**config.mk**
```make
export PLATFORM = sky130hd
export DESIGN_NAME = link_ddr_upstream_ch
export DESIGN_NICKNAME = d
export VERILOG_FILES = /design/src/rtl/link_ddr_upstream_ch_pkg.sv /design/src/rtl/link_fifo_sync.sv /design/src/rtl/link_ddr_upstream_ch.sv
export SDC_FILE = /design/constraint.sdc
export NUM_CORES = 1
export LEC_CHECK = 0
export CAP_MARGIN = 20
export CORE_MARGIN = 2
export CORE_UTILIZATION = 30
export CTS_BUF_LIST = sky130_fd_sc_hd__clkbuf_8
export DETAILED_ROUTE_END_ITERATION = 6
export GPL_ROUTABILITY_DRIVEN = 1
export MAX_ROUTING_LAYER = met4
export PLACE_DENSITY = 0.44
export SKIP_CTS_REPAIR_TIMING = 1
export SLEW_MARGIN = 20
export SYNTH_ARGS = -nofsm -noshare
export SYNTH_HDL_FRONTEND = slang
export SYNTH_HIERARCHICAL = 1
export SYNTH_SLANG_ARGS = --single-unit
```
**constraint.sdc**
```tcl
create_clock -name clk -period 5.2 [get_ports clk]
set_clock_uncertainty 0.15 [all_clocks]
set_input_delay 0.52 -clock clk [delete_from_list [all_inputs] [get_ports clk]]
set_output_delay 0.52 -clock clk [all_outputs]
set_load 0.01 [all_outputs]
```
**src/rtl/link_ddr_upstream_ch_pkg.sv**
```systemverilog
// Shared definitions for the DDR link channel pair (upstream serializer and
// the downstream channel model): FSM state encoding and default geometry.
package link_ddr_upstream_ch_pkg;

  typedef enum logic {
    ST_IDLE = 1'b0,
    ST_SEND = 1'b1
  } link_state_e;

  localparam int DEF_WIDTH       = 32;
  localparam int DEF_CHANNEL_W   = 8;
  localparam int DEF_FIFO_DEPTH  = 4;
  localparam int DEF_CREDITS     = 8;
  localparam int DEF_TOKEN_DECIM = 2;

endpackage

```
**src/rtl/link_fifo_sync.sv**
```systemverilog
// Synchronous show-ahead FIFO; pointers carry one wrap bit so full/empty are
// decided from registered pointers only.
module link_fifo_sync #(
  parameter int WIDTH_P = 32,
  parameter int DEPTH_P = 4
) (
  input  logic               clk,
  input  logic               rst,
  input  logic               wr_en_i,
  input  logic [WIDTH_P-1:0] wr_data_i,
  input  logic               rd_en_i,
  output logic [WIDTH_P-1:0] rd_data_o,
  output logic               full_o,
  output logic               empty_o
);

  localparam int AW = $clog2(DEPTH_P);

  logic [WIDTH_P-1:0] mem_q [DEPTH_P];
  logic [AW:0]        wr_ptr_q, wr_ptr_d;
  logic [AW:0]        rd_ptr_q, rd_ptr_d;
  logic               do_wr, do_rd;

  always_comb begin
    full_o    = (wr_ptr_q[AW] != rd_ptr_q[AW]) && (wr_ptr_q[AW-1:0] == rd_ptr_q[AW-1:0]);
    empty_o   = (wr_ptr_q == rd_ptr_q);
    // A read in the same cycle as a blocked write frees the slot only next cycle.
    do_wr     = wr_en_i && !full_o;
    do_rd     = rd_en_i && !empty_o;
    wr_ptr_d  = do_wr ? wr_ptr_q + 1'b1 : wr_ptr_q;
    rd_ptr_d  = do_rd ? rd_ptr_q + 1'b1 : rd_ptr_q;
    rd_data_o = mem_q[rd_ptr_q[AW-1:0]];
  end

  always_ff @(posedge clk) begin
    if (rst) begin
      wr_ptr_q <= '0;
      rd_ptr_q <= '0;
    end else begin
      wr_ptr_q <= wr_ptr_d;
      rd_ptr_q <= rd_ptr_d;
    end
    if (do_wr) mem_q[wr_ptr_q[AW-1:0]] <= wr_data_i;
  end

endmodule

```
**src/rtl/link_ddr_upstream_ch.sv**
```systemverilog
// Upstream DDR link channel: buffers core words, serializes them LSB beat
// first onto the io channel, and gates each word on downstream token credits.
module link_ddr_upstream_ch
  import link_ddr_upstream_ch_pkg::*;
#(
  parameter int WIDTH_P       = DEF_WIDTH,
  parameter int CHANNEL_W_P   = DEF_CHANNEL_W,
  parameter int FIFO_DEPTH_P  = DEF_FIFO_DEPTH,
  parameter int CREDITS_P     = DEF_CREDITS,
  parameter int TOKEN_DECIM_P = DEF_TOKEN_DECIM
) (
  input  logic                         clk,
  input  logic                         rst,
  input  logic [WIDTH_P-1:0]           core_data_i,
  input  logic                         core_valid_i,
  output logic                         core_ready_o,
  output logic [CHANNEL_W_P-1:0]       io_data_o,
  output logic                         io_valid_o,
  input  logic                         io_token_i,
  output logic [$clog2(CREDITS_P):0]   credit_o,
  output logic                         overflow_o,
  output link_state_e                  dbg_state_o
);

  localparam int BEATS  = WIDTH_P / CHANNEL_W_P;
  localparam int CNT_W  = (BEATS > 1) ? $clog2(BEATS) : 1;
  localparam int CRED_W = $clog2(CREDITS_P) + 1;
  localparam int SUM_W  = $clog2(CREDITS_P + TOKEN_DECIM_P + 1) + 1;

  link_state_e            state_q, state_d;
  logic [CNT_W-1:0]       cnt_q, cnt_d;
  logic [WIDTH_P-1:0]     shift_q, shift_d;
  logic [CHANNEL_W_P-1:0] io_data_q, io_data_d;
  logic                   io_valid_q, io_valid_d;
  logic [CRED_W-1:0]      credit_q, credit_d;
  logic                   overflow_q, overflow_d;
  logic                   token_q, token_d;

  logic [WIDTH_P-1:0]     head;
  logic                   fifo_full, fifo_empty;
  logic                   tok_edge, last_beat, start;
  logic [SUM_W-1:0]       credit_sum;

  link_fifo_sync #(
    .WIDTH_P (WIDTH_P),
    .DEPTH_P (FIFO_DEPTH_P)
  ) u_fifo (
    .clk       (clk),
    .rst       (rst),
    .wr_en_i   (core_valid_i),
    .wr_data_i (core_data_i),
    .rd_en_i   (start),
    .rd_data_o (head),
    .full_o    (fifo_full),
    .empty_o   (fifo_empty)
  );

  always_comb begin
    tok_edge  = io_token_i && !token_q;
    token_d   = io_token_i;
    last_beat = (state_q == ST_SEND) && (cnt_q == CNT_W'(BEATS - 1));
    // Back-to-back reload may spend a credit returned in this same cycle.
    start     = !fifo_empty &&
                (((state_q == ST_IDLE) && (credit_q != '0)) ||
                 (last_beat && ((credit_q != '0) || tok_edge)));

    credit_sum = SUM_W'(credit_q)
               + (tok_edge ? SUM_W'(TOKEN_DECIM_P) : '0)
               - (start ? SUM_W'(1) : '0);
    overflow_d = overflow_q;
    if (credit_sum > SUM_W'(CREDITS_P)) begin
      credit_d   = CRED_W'(CREDITS_P);
      overflow_d = 1'b1;
    end else begin
      credit_d   = credit_sum[CRED_W-1:0];
    end

    state_d    = state_q;
    cnt_d      = cnt_q;
    shift_d    = shift_q;
    io_data_d  = io_data_q;
    io_valid_d = io_valid_q;
    if (start) begin
      state_d    = ST_SEND;
      cnt_d      = '0;
      io_data_d  = head[CHANNEL_W_P-1:0];
      shift_d    = head >> CHANNEL_W_P;
      io_valid_d = 1'b1;
    end else if (state_q == ST_SEND) begin
      if (last_beat) begin
        state_d    = ST_IDLE;
        cnt_d      = '0;
        io_data_d  = '0;
        io_valid_d = 1'b0;
      end else begin
        cnt_d      = cnt_q + CNT_W'(1);
        io_data_d  = shift_q[CHANNEL_W_P-1:0];
        shift_d    = shift_q >> CHANNEL_W_P;
      end
    end

    core_ready_o = !fifo_full;
    io_data_o    = io_data_q;
    io_valid_o   = io_valid_q;
    credit_o     = credit_q;
    overflow_o   = overflow_q;
    dbg_state_o  = state_q;
  end

  always_ff @(posedge clk) begin
    if (rst) begin
      state_q    <= ST_IDLE;
      cnt_q      <= '0;
      shift_q    <= '0;
      io_data_q  <= '0;
      io_valid_q <= 1'b0;
      credit_q   <= CRED_W'(CREDITS_P);
      overflow_q <= 1'b0;
      token_q    <= 1'b0;
    end else begin
      state_q    <= state_d;
      cnt_q      <= cnt_d;
      shift_q    <= shift_d;
      io_data_q  <= io_data_d;
      io_valid_q <= io_valid_d;
      credit_q   <= credit_d;
      overflow_q <= overflow_d;
      token_q    <= token_d;
    end
  end

endmodule

```
# ---- Word-level counts from Yosys, hierarchy flattened
# Memory sizes are Yosys's and may differ from the RTL's. A register that Yosys moved wholly into a read port is not among the register bits.
# Cells that the tools add are included.
dict set report totals {
  mem_bits_rw 128
  n_memories 1
  inputBits 36
  ff_bits 48
  wordCells 62
  out_inout_bits 16
}
# memory depth width read_ports rd_clocked_by_memory_dff write_ports line
set mem_list {}
lappend mem_list {u_fifo.mem_q 4 32 1 1 1 link_fifo_sync.sv:19} ;# logic [WIDTH_P-1:0] mem_q [DEPTH_P];
dict set report op_classes {
  addsub 5
  n_mux 19
  n_lt_le_gt_ge 1
  eq_ne 5
  reduce_logical 20
  bitwise 1
}
# op n
set op_table {}
lappend op_table {{2-to-1 mux 24 bit} 3}
lappend op_table {{2-to-1 mux 8 bit} 3}
lappend op_table {{2-to-1 mux 1 bit} 9}
lappend op_table {{logical AND 1 bit} 8}
lappend op_table {{2-to-1 mux 2 bit} 4}
lappend op_table {{adder 3 x 1 -> 3 bit (second input constant)} 2}
lappend op_table {{adder 4 x 2 -> 5 bit} 1}
lappend op_table {{greater-than comparator 5 x 4 -> 1 bit (second input constant)} 1}
lappend op_table {{subtractor 5 x 1 -> 5 bit} 1}
lappend op_table {{AND reduction 2 bit} 2}
lappend op_table {{nonzero test 2 bit} 2}
lappend op_table {{nonzero test 4 bit} 1}
lappend op_table {{OR reduction 2 bit} 2}
lappend op_table {{== test 3 bit} 1}
lappend op_table {{zero test 1 bit} 3}
lappend op_table {{adder 2 x 1 -> 2 bit (second input constant)} 1}
lappend op_table {{== test 2 bit} 1}
lappend op_table {{== test 2 bit (second input constant)} 1}
lappend op_table {{logical OR 1 bit} 2}
lappend op_table {{!= test 2 x 1 -> 1 bit (second input constant)} 1}
lappend op_table {{!= test 1 bit} 1}
lappend op_table {{NOT 1 bit} 1}

# ---- Depth between registers and ports, before layout
# Gate-level depths: netlist (run 1).
dict set report depth {
  depth_word 10
  mapped_depth 15
  depth_no_buf 13
}

# ---- Hierarchy
# Netlist (run 1), hierarchy kept.
# module seq_area_each_um2 area_per_inst_um2 instances cells_per_inst
set by_module_without_submodules {}
lappend by_module_without_submodules {link_fifo_sync 4003.8 5177.5 1 235}
lappend by_module_without_submodules {link_ddr_upstream_ch 840.8 1908.1 1 211}

# ---- Least setup slack after synthesis (run 1)
# OpenSTA, ideal clock, no wires.
dict set report synth_path {
  path_type {register to register}
  from {register u_fifo.wr_ptr_q[1]}
  to {register overflow_q (netlist: overflow_o)}
  t_arrival_ns 2.874
  synth_period_minus_slack_ns 3.144
  path_slack_ns 2.056
  required_ns 4.930
  path_stages_with_launch 16
  setup_ns 0.120
  n_path_buf 2
  cell_sequence {dfxtp_1 buf_6 xnor2_1 nand2_1 nor2_1 a21o_1 buf_2 nor2_1 ha_1 inv_1 ha_1 inv_1 fa_1 nand2_1 o21a_1 o31a_1}
}
dict set report synth_via {
  elab_chain_len 6
}
# element line
set synth_rtl {}
lappend synth_rtl {{from (decl)} link_fifo_sync.sv:20} ;# logic [AW:0] wr_ptr_q, wr_ptr_d;
lappend synth_rtl {{from (signal assigned)} link_fifo_sync.sv:40} ;# wr_ptr_q <= wr_ptr_d;
lappend synth_rtl {{== test 3 bit} link_fifo_sync.sv:26} ;# empty_o = (wr_ptr_q == rd_ptr_q);
lappend synth_rtl {{via fifo_empty} link_ddr_upstream_ch.sv:40} ;# logic fifo_full, fifo_empty;
lappend synth_rtl {{zero test 1 bit} link_ddr_upstream_ch.sv:63} ;# start = !fifo_empty &&
lappend synth_rtl {{logical AND 1 bit} link_ddr_upstream_ch.sv:63}
lappend synth_rtl {{2-to-1 mux 1 bit} link_ddr_upstream_ch.sv:69} ;# - (start ? SUM_W'(1) : '0);
lappend synth_rtl {{subtractor 5 x 1 -> 5 bit} link_ddr_upstream_ch.sv:69}
lappend synth_rtl {{greater-than comparator 5 x 4 -> 1 bit} link_ddr_upstream_ch.sv:71} ;# if (credit_sum > SUM_W'(CREDITS_P)) begin
lappend synth_rtl {{to (signal assigned)} link_ddr_upstream_ch.sv:127} ;# overflow_q <= overflow_d;
lappend synth_rtl {{to (decl)} link_ddr_upstream_ch.sv:36} ;# logic overflow_q, overflow_d;
# The timed path passes the listed nets, and every way through them passes these cells.
# A chain may end at the register's enable or synchronous reset.

# ---- Worst setup path in the final report (run 1)
dict set report layout_path {
  from {register u_fifo.rd_ptr_q[0]}
  to {register overflow_q (netlist: overflow_o)}
}
dict set report layout_via {
  elab_chain_len 6
}
# element line
set layout_rtl {}
lappend layout_rtl {{from (decl)} link_fifo_sync.sv:21} ;# logic [AW:0] rd_ptr_q, rd_ptr_d;
lappend layout_rtl {{from (signal assigned)} link_fifo_sync.sv:41} ;# rd_ptr_q <= rd_ptr_d;
lappend layout_rtl {{== test 3 bit} link_fifo_sync.sv:26}
lappend layout_rtl {{via fifo_empty} link_ddr_upstream_ch.sv:40}
lappend layout_rtl {{zero test 1 bit} link_ddr_upstream_ch.sv:63}
lappend layout_rtl {{logical AND 1 bit} link_ddr_upstream_ch.sv:63}
lappend layout_rtl {{2-to-1 mux 1 bit} link_ddr_upstream_ch.sv:69}
lappend layout_rtl {{subtractor 5 x 1 -> 5 bit} link_ddr_upstream_ch.sv:69}
lappend layout_rtl {{greater-than comparator 5 x 4 -> 1 bit} link_ddr_upstream_ch.sv:71}
# The timed path passes the listed nets, and every way through them passes these cells.

==> results of run 1 <==
## flip-flops by register name, indices dropped and copies added, names as in the netlist, 2 cells and up, named ones only
| signal | count |
|---|---|
| u_fifo/mem_q | 128 |
| shift_q | 24 |
| io_data_o | 8 |
| credit_o | 4 |
| u_fifo/rd_ptr_q | 3 |
| u_fifo/wr_ptr_q | 3 |
| cnt_q | 2 |
## area by class of cell
cell class                      instances  area [sq um]
Fill cell                            2225         15000
Sequential cell                       178          4850
Multi-Input combinational cell        230          2040
Timing Repair Buffer                   61           586
Tap cell                              319           399
Clock buffer                           17           234
Clock inverter                         14           149
Inverter                               15          56.3
## cell usage after synthesis, types with 3 or more instances
master	count	share of area [%]
a211oi_2	10	1.8
buf_1	3	0.16
edfxtp_1	128	54
nor2_1	24	1.3
nand3_1	3	0.21
nand2_1	39	2.1
clkbuf_1	4	0.21
xor2_1	4	0.49
a21oi_1	28	2.0
mux4_2	32	10
inv_1	15	0.79
o211ai_1	5	0.53
ha_1	12	2.1
a211oi_1	6	0.64
dfxtp_1	50	14
buf_2	7	0.49
and3_1	9	0.79
and2_1	3	0.26
buf_6	6	0.95
nor3b_1	4	0.42
a31oi_1	5	0.44
o21ai_0	4	0.28
a221o_1	8	1.1
xnor2_1	4	0.49
## through the flow
stage                     worst slack [ps]  utilization [%]  hold slack [ps]  cells  power [uW]
after floorplan                       2060                -              287    446        2960
after global placement                1380             34.0              302    803        3390
after detailed placement              1240             34.0              308    803        3410
after CTS                             1200             35.6              321    834        4340
after global routing                   958             35.6              340    834        4540
final                                 1230             35.6              320    834        4260
## cells by family (layout without fill, tap and decap cells)
| group | Yosys count | after routing |
|---|---|---|
| AOI/OAI and AO/OA | 77 | 77 |
| buffers and inverters | 38 | 107 |
| muxes | 33 | 33 |
| and+or+nand+nor | 99 | 99 |
| DFF | 178 | 178 |
| adders and majority gates | 13 | 13 |
| xor gates and xnor gates | 8 | 8 |
## critical path, stage by stage (launching register included)
cell and delay, ps:
dfxtp_1 400, xnor2_1 660, nand2_1 280, nor2_1 310, a21o_1 120, buf_4 290, nor2_1 220, ha_1 240
inv_1 50, ha_1 150, inv_1 60, fa_1 500, nand2_1 60, o21a_1 160, o31a_1 230
## path summary, 6_finish.rpt
kind	startpoint	end	slack (ps)	depth (start not counted)
setup / recovery	u_fifo/rd_ptr_q[0]$_SDFFE_PP0P_	overflow_o$_SDFFE_PP0N_	1230	14
hold / removal	shift_q[8]$_SDFFE_PP0P_	shift_q[8]$_SDFFE_PP0P_	320	2
setup reg to reg	u_fifo/rd_ptr_q[0]$_SDFFE_PP0P_	overflow_o$_SDFFE_PP0N_	1230	14
hold reg to reg	shift_q[8]$_SDFFE_PP0P_	shift_q[8]$_SDFFE_PP0P_	320	2
## metal layers
layer,track usage (%),vias up
li1,-,1843
met1,15.9,1955
met2,22.3,77
met3,2.71,9
met4,4.29,0
met5,-,-
## where the power goes
part           internal, uW  switching, uW
Combinational           574            799
Sequential             1820            158
Clock                   392            524
Total                  2780           1480
==> out/metrics.sh, run 1 <==
TIMING.CRITICAL_PATH.REQUIRED_PS=5400
IO-PIN-COUNT=52
CP_DATA_ARRIVAL_TIME_PS=4180
FP.COREAREA_SQ_UM=23300
N_ANTENNA_CELL=0
GP_CONGESTION=0.759
STATUS='complete, no violations'
SYNTH_AREA_PER_CELL_SQ_UM=15.9
SYNTH-ADDER-AREA-SHARE_PCT=2.40
MET2_WIRELENGTH_UM=7740
CTS_HTREE_LEVELS=4
PLACE_AREA_SQ_UM=7930
YS_TYPES=51
TOP_SIGNAL_LAYER_USED='met4'
GRT_PASS1_WL_UM=23300
FIN_CRIT_SH_PCT=76.4
PERIOD_NEEDED_PS=3970
DRIVE_ABOVE_1_SHARE_PCT=17.7
SYNTH-EDFF-COUNT=128
POST_SYNTH_MUX_AREA_SHARE_PCT=10.3
SYNTH_SEQUENTIAL_AREA_RATIO_PCT=68.4
TOTAL_ROUTED_WIRELENGTH_UM=15100
GRT_START_MAX_NET_PINS=40
CTS_TREE='yes'
REGISTER_BIT_TOTAL_FROM_SYNTHESIS=178
GRT_PASS1_VIAS=4083
CRITPATHLAUNCHTYPE='flop'
ROUTE.VIAS.TOTAL=3884
GRT_OVERFLOW=0
CTSLONGESTPATHBUFFERS=2
SETUP_REPAIR_AFTER_GLOBAL_ROUTING_MISSED_ITS_MARGIN='false'
SYNTH_COMPOUND_AREA_SHARE_PCT=8.09
DETAILEDROUTE.FIRSTPASSITERATIONCOUNT=4
FIN_NETS=552
MAX_CAP_VIOLATIONS=0
CLKSINKCOUNT=178
FINALSETUPVIOLATIONS=0
ASYNCSETRESETFLOPFRACSYNTH_PCT=0
REPORT.FINAL.SLEW_VIOL_COUNT=0
CLK_TRANSITION_REPORTED_PATHS_PS=100
NUMCTSBUFFERS=17
SETUP_TOTAL_NEGATIVE_SLACK_PS=0
CRIT_FANOUT=28
CRITPATHKIND='flop to flop'
CLOCK_INSERTION_DELAY_WORST_SKEW_PS=460
MAX_SLEW.WORST_PIN.SLEW_PS=1050
HOLDCRITPATHCLASS='flop to flop'
FP.DIEH_UM=158
AREA_OVERHEAD_VS_SYNTH_PCT=17.3
MOSTFREQUENTLAYOUTCELL='edfxtp_1'
DPL.HPWL_UM=9580
NETLIST_AREA_BEFORE_PLACEMENT_SQ_UM=7090
DR_WL_MET3_UM=512
CLK_ROOT_BUFFER_CELL='clkbuf_8'
YS_DOMINANT_REG_CELL='edfxtp_1'
NETLIST_INSTANCES=446
TIMING.FINAL.HOLD_VIOLATIONS=0
POWER.DENSITY_CELL_AREA_nW_PER_UM2=513
FINISHED_CELL_AREA_SQ_UM=8310
FLOORPLAN.DIE.WIDTH_UM=158
VIA_PER_INST=4.66
INITIAL_CORE_UTIL_PCT=30.4
GR-USAGE-ALL-LAYERS_PCT=13.2
POWER.STATIC_LEAKAGE_uW=0.00272
SYN_NETS=495
LARGEST_FAMILY_OF_LOGIC_CELLS_BY_SYNTHESIZED_AREA='multiplexers'
FLOORPLAN.ROWS=56
AVGROUTEDWIREPERCELL_UM=18.1
WL_MET1_UM=6650
WORSTSETUPENDPOINTTYPE='flop'
IO_BUFFER_COUNT=51
ROUTE.ANTENNA.REMAINING_NETS=0
FMAX_GHz=0.252
YOSYS_WARNINGS=6
SYNTH_XOR_AREA_SHARE_PCT=0.989
ROUTE.DETAILED.DRC=0
DRT-INITIAL-DRC-COUNT=220
AREA_OF_THE_DIE_SQ_UM=24900
SLEW-LIMIT-HEADROOM_PCT=29.9
MOSTFREQUENTLAYOUTCELLS='128 x edfxtp_1, 51 x clkdlybuf4s50_1, 49 x dfxtp_1, 39 x nand2_1, 32 x mux4_2'
NUMBER_OF_ANTENNA_VIOLATIONS_AT_THE_FIRST_CHECK_IN_GLOBAL_ROUTING=0
IRDROPWORSTVDD_mV=0.211
AREA_SHARE_OF_AND_OR_NAND_NOR_CELLS_AFTER_SYNTHESIS_PCT=6.82
Note: power is estimated with default switching activity, not from simulation.
==> inputs of run 2 (changes only) <==
Clock period 5.2 ns to 3.85 ns, I/O delays scaled along.
==> run 2 against run 1 <==
Register-to-register slack got worse by 780 ps. Routed wire length is 1.3% lower. Non-clock buffer count up 8. Clock-buffer cell count is the same. Combinational power increased by 39%. Critical path type unchanged.
==> out/metrics.sh, run 2 (same netlist as run 1, synthesis figures left out) <==
CRITICAL-PATH-MAX-STAGE-DELAY_PS=630  # -30 ps
DETAILEDROUTE.FIRSTPASSITERATIONCOUNT=6  # +2
MAX_SLEW.WORST_PIN.SLEW_PS=826  # -224 ps
SETUP_TOTAL_NEGATIVE_SLACK_PS=0  # unchanged
VIA_PER_INST=4.66  # about the same
HOLDCRITPATHCLASS='flop to flop'
CTS_HTREE_LEVELS=4  # unchanged
DESIGN_POWER_TOTAL_uW=5930  # +39%
IO_BUFFER_COUNT=51  # unchanged
N_ANTENNA_CELL=0  # unchanged
CRITPATHLAUNCHTYPE='flop'
GRT_OVERFLOW=0  # unchanged
ROUTE.VIAS.TOTAL=3924  # +1.0%
FIN_NETS=560  # +1.4%
ROUTE.ANTENNA.REMAINING_NETS=0  # unchanged
FMAX_GHz=0.293  # +17%
CLK_ROOT_BUFFER_CELL='clkbuf_8'
STATUS='complete, no violations'
TIMING.FINAL.HOLD_VIOLATIONS=0  # unchanged
POWER.STATIC_LEAKAGE_uW=0.00279  # +2.7%
WORSTHOLDPATHCELLS=2  # unchanged
AREA_OVERHEAD_VS_SYNTH_PCT=18.9
DRIVE_ABOVE_1_SHARE_PCT=18.5  # +0.88 points
NUMBER_OF_ANTENNA_VIOLATIONS_AT_THE_FIRST_CHECK_IN_GLOBAL_ROUTING=0  # unchanged
GRT_START_MAX_NET_PINS=28  # -30%
FLOORPLAN.DIE.WIDTH_UM=158  # unchanged
SETUP_REPAIR_AFTER_GLOBAL_ROUTING_MISSED_ITS_MARGIN='false'
TIMING.RR.START='u_fifo/rd_ptr_q[0]$_SDFFE_PP0P_'
IRDROPWORSTVDD_mV=0.295  # +40%
PERIOD_NEEDED_PS=3410  # -566 ps
CTSLONGESTPATHBUFFERS=2  # unchanged
TIMING.CRITICAL_PATH.REQUIRED_PS=4060  # -1340 ps
CRITICAL_PATH.N_BUFFERS_INVERTERS=2  # -1
CLOCK_INSERTION_DELAY_WORST_SKEW_PS=450  # about the same
PLACE_INST=811  # +1.0%
CRITPATHKIND='flop to flop'
NUMCTSBUFFERS=17  # unchanged
IO-PIN-COUNT=52  # unchanged
CLKSINKCOUNT=178  # unchanged
DRT-INITIAL-DRC-COUNT=194  # -12%
AREA_OF_THE_DIE_SQ_UM=24900  # unchanged
FP.COREAREA_SQ_UM=23300  # unchanged
MOSTFREQUENTLAYOUTCELL='edfxtp_1'
ROUTE.DETAILED.DRC=0  # unchanged
SLEW-LIMIT-HEADROOM_PCT=44.8  # +15 points
LAYOUT.CELLS.NON_FILLER=842  # +0.96%
GRT_PASS1_VIAS=4067  # -0.39%
CRITPATHSLOWESTCELL='xnor2_1'
CLK_TRANSITION_REPORTED_PATHS_PS=100  # about the same
HOLDPATHEND='shift_q[8]$_SDFFE_PP0P_'
AVGROUTEDWIREPERCELL_UM=17.7  # -2.2%
HOLD_PATH.STARTPOINT='shift_q[8]$_SDFFE_PP0P_'
FP.DIEH_UM=158  # unchanged
TIMING.CRITICAL_PATH.CELLS='xnor2_1 > nand2_1 > nor2_1 > a21o_1 > nor2_1 > ha_1 > inv_1 > ha_1 > inv_1 > fa_1 > nand2_1 > o21a_1 > o31a_1'
MAX_CAP_VIOLATIONS=0  # unchanged
GRT_PASS1_WL_UM=23000  # -1.4%
REPORT.FINAL.SLEW_VIOL_COUNT=0  # unchanged
LARGEST_REGISTER_FFS=128  # unchanged
CTS_TREE='yes'
GP_CONGESTION=0.789  # +4.0%
WORST_R2R_ENDPOINT='overflow_o$_SDFFE_PP0N_'
R2R_SLACK_PS=440  # -780 ps
FLOORPLAN.ROWS=56  # unchanged
INITIAL_CORE_UTIL_PCT=30.4  # unchanged
MOSTFREQUENTLAYOUTCELLS='128 x edfxtp_1, 51 x clkdlybuf4s50_1, 49 x dfxtp_1, 39 x nand2_1, 32 x mux4_2'
WORSTSETUPENDPOINTTYPE='flop'
CRITPATHTOPFAMILY='adder cells'
POWER.DENSITY_CELL_AREA_nW_PER_UM2=704  # +37%
FIN_CRIT_SH_PCT=88.5  # +12 points
WORST_R2R_PATH_DEPTH=13  # -1
FINALSETUPVIOLATIONS=0  # unchanged
DPL.HPWL_UM=9760  # +1.8%
CP_DATA_ARRIVAL_TIME_PS=3610  # -570 ps
GR-USAGE-ALL-LAYERS_PCT=13.1  # -0.11 points
CRIT_FANOUT=8  # -71%
TOTAL_ROUTED_WIRELENGTH_UM=14900  # -1.3%
-- run 2: through the flow --
| stage | setup slack (ps) | instance area [sq um] | utilization (%) | hold WS, ps |
|---|---|---|---|---|
| after detailed placement | 485 | 8000 | 34.3 | 307 |
| after global placement | 554 | 8000 | 34.3 | 305 |
| after floorplan | 706 | 7090 | - | 287 |
| after global routing | 143 | 8420 | 36.1 | 326 |
| after CTS | 460 | 8420 | 36.1 | 319 |
| final | 442 | 8420 | 36.1 | 321 |
-- run 2: metal layers --
layer | wire length [um] | part of all wire [%] | global-route usage, %
met5 | 0 | 0 | -
met4 | 132 | 0.89 | 4.16
met3 | 540 | 3.6 | 3.26
met2 | 7350 | 49 | 20.9
met1 | 6870 | 46 | 16.5
-- run 2: worst reg2reg max path, cell delays in order (launching register included) --
cell and delay [ps]:
dfxtp_1 390, xnor2_1 630, nand2_1 290, nor2_1 290, a21o_1 140, nor2_1 60
ha_1 180, inv_1 50, ha_1 150, inv_1 50, fa_1 500, nand2_1 50
o21a_1 160, o31a_1 220
-- run 2: where the power goes --
| part | switching (uW) | internal (uW) |
|---|---|---|
| Combinational | 1090 | 815 |
| Sequential | 215 | 2450 |
| Clock | 652 | 703 |
-- run 2: cell type report --
type	count	area, sq um
clock inverter	14	189
fill	2220	14900
sequential	178	4850
clock buffer	17	234
timing repair buffer	69	658
tap	319	399
inverter	15	56.3
multi-input combinational	230	2040
-- run 2: worst max path at each step --
stage	startpoint	cells after the start	slack (ps)	end
after CTS	u_fifo/rd_ptr_q[0]$_SDFFE_PP0P_	13	460	overflow_o$_SDFFE_PP0N_
after detailed placement	u_fifo/rd_ptr_q[0]$_SDFFE_PP0P_	13	490	overflow_o$_SDFFE_PP0N_
final	u_fifo/rd_ptr_q[0]$_SDFFE_PP0P_	13	440	overflow_o$_SDFFE_PP0N_
after floorplan	u_fifo/wr_ptr_q[1]$_SDFFE_PP0P_	15	710	overflow_o$_SDFFE_PP0N_
after global placement	u_fifo/rd_ptr_q[0]$_SDFFE_PP0P_	13	550	overflow_o$_SDFFE_PP0N_
after global routing	u_fifo/rd_ptr_q[0]$_SDFFE_PP0P_	13	140	overflow_o$_SDFFE_PP0N_
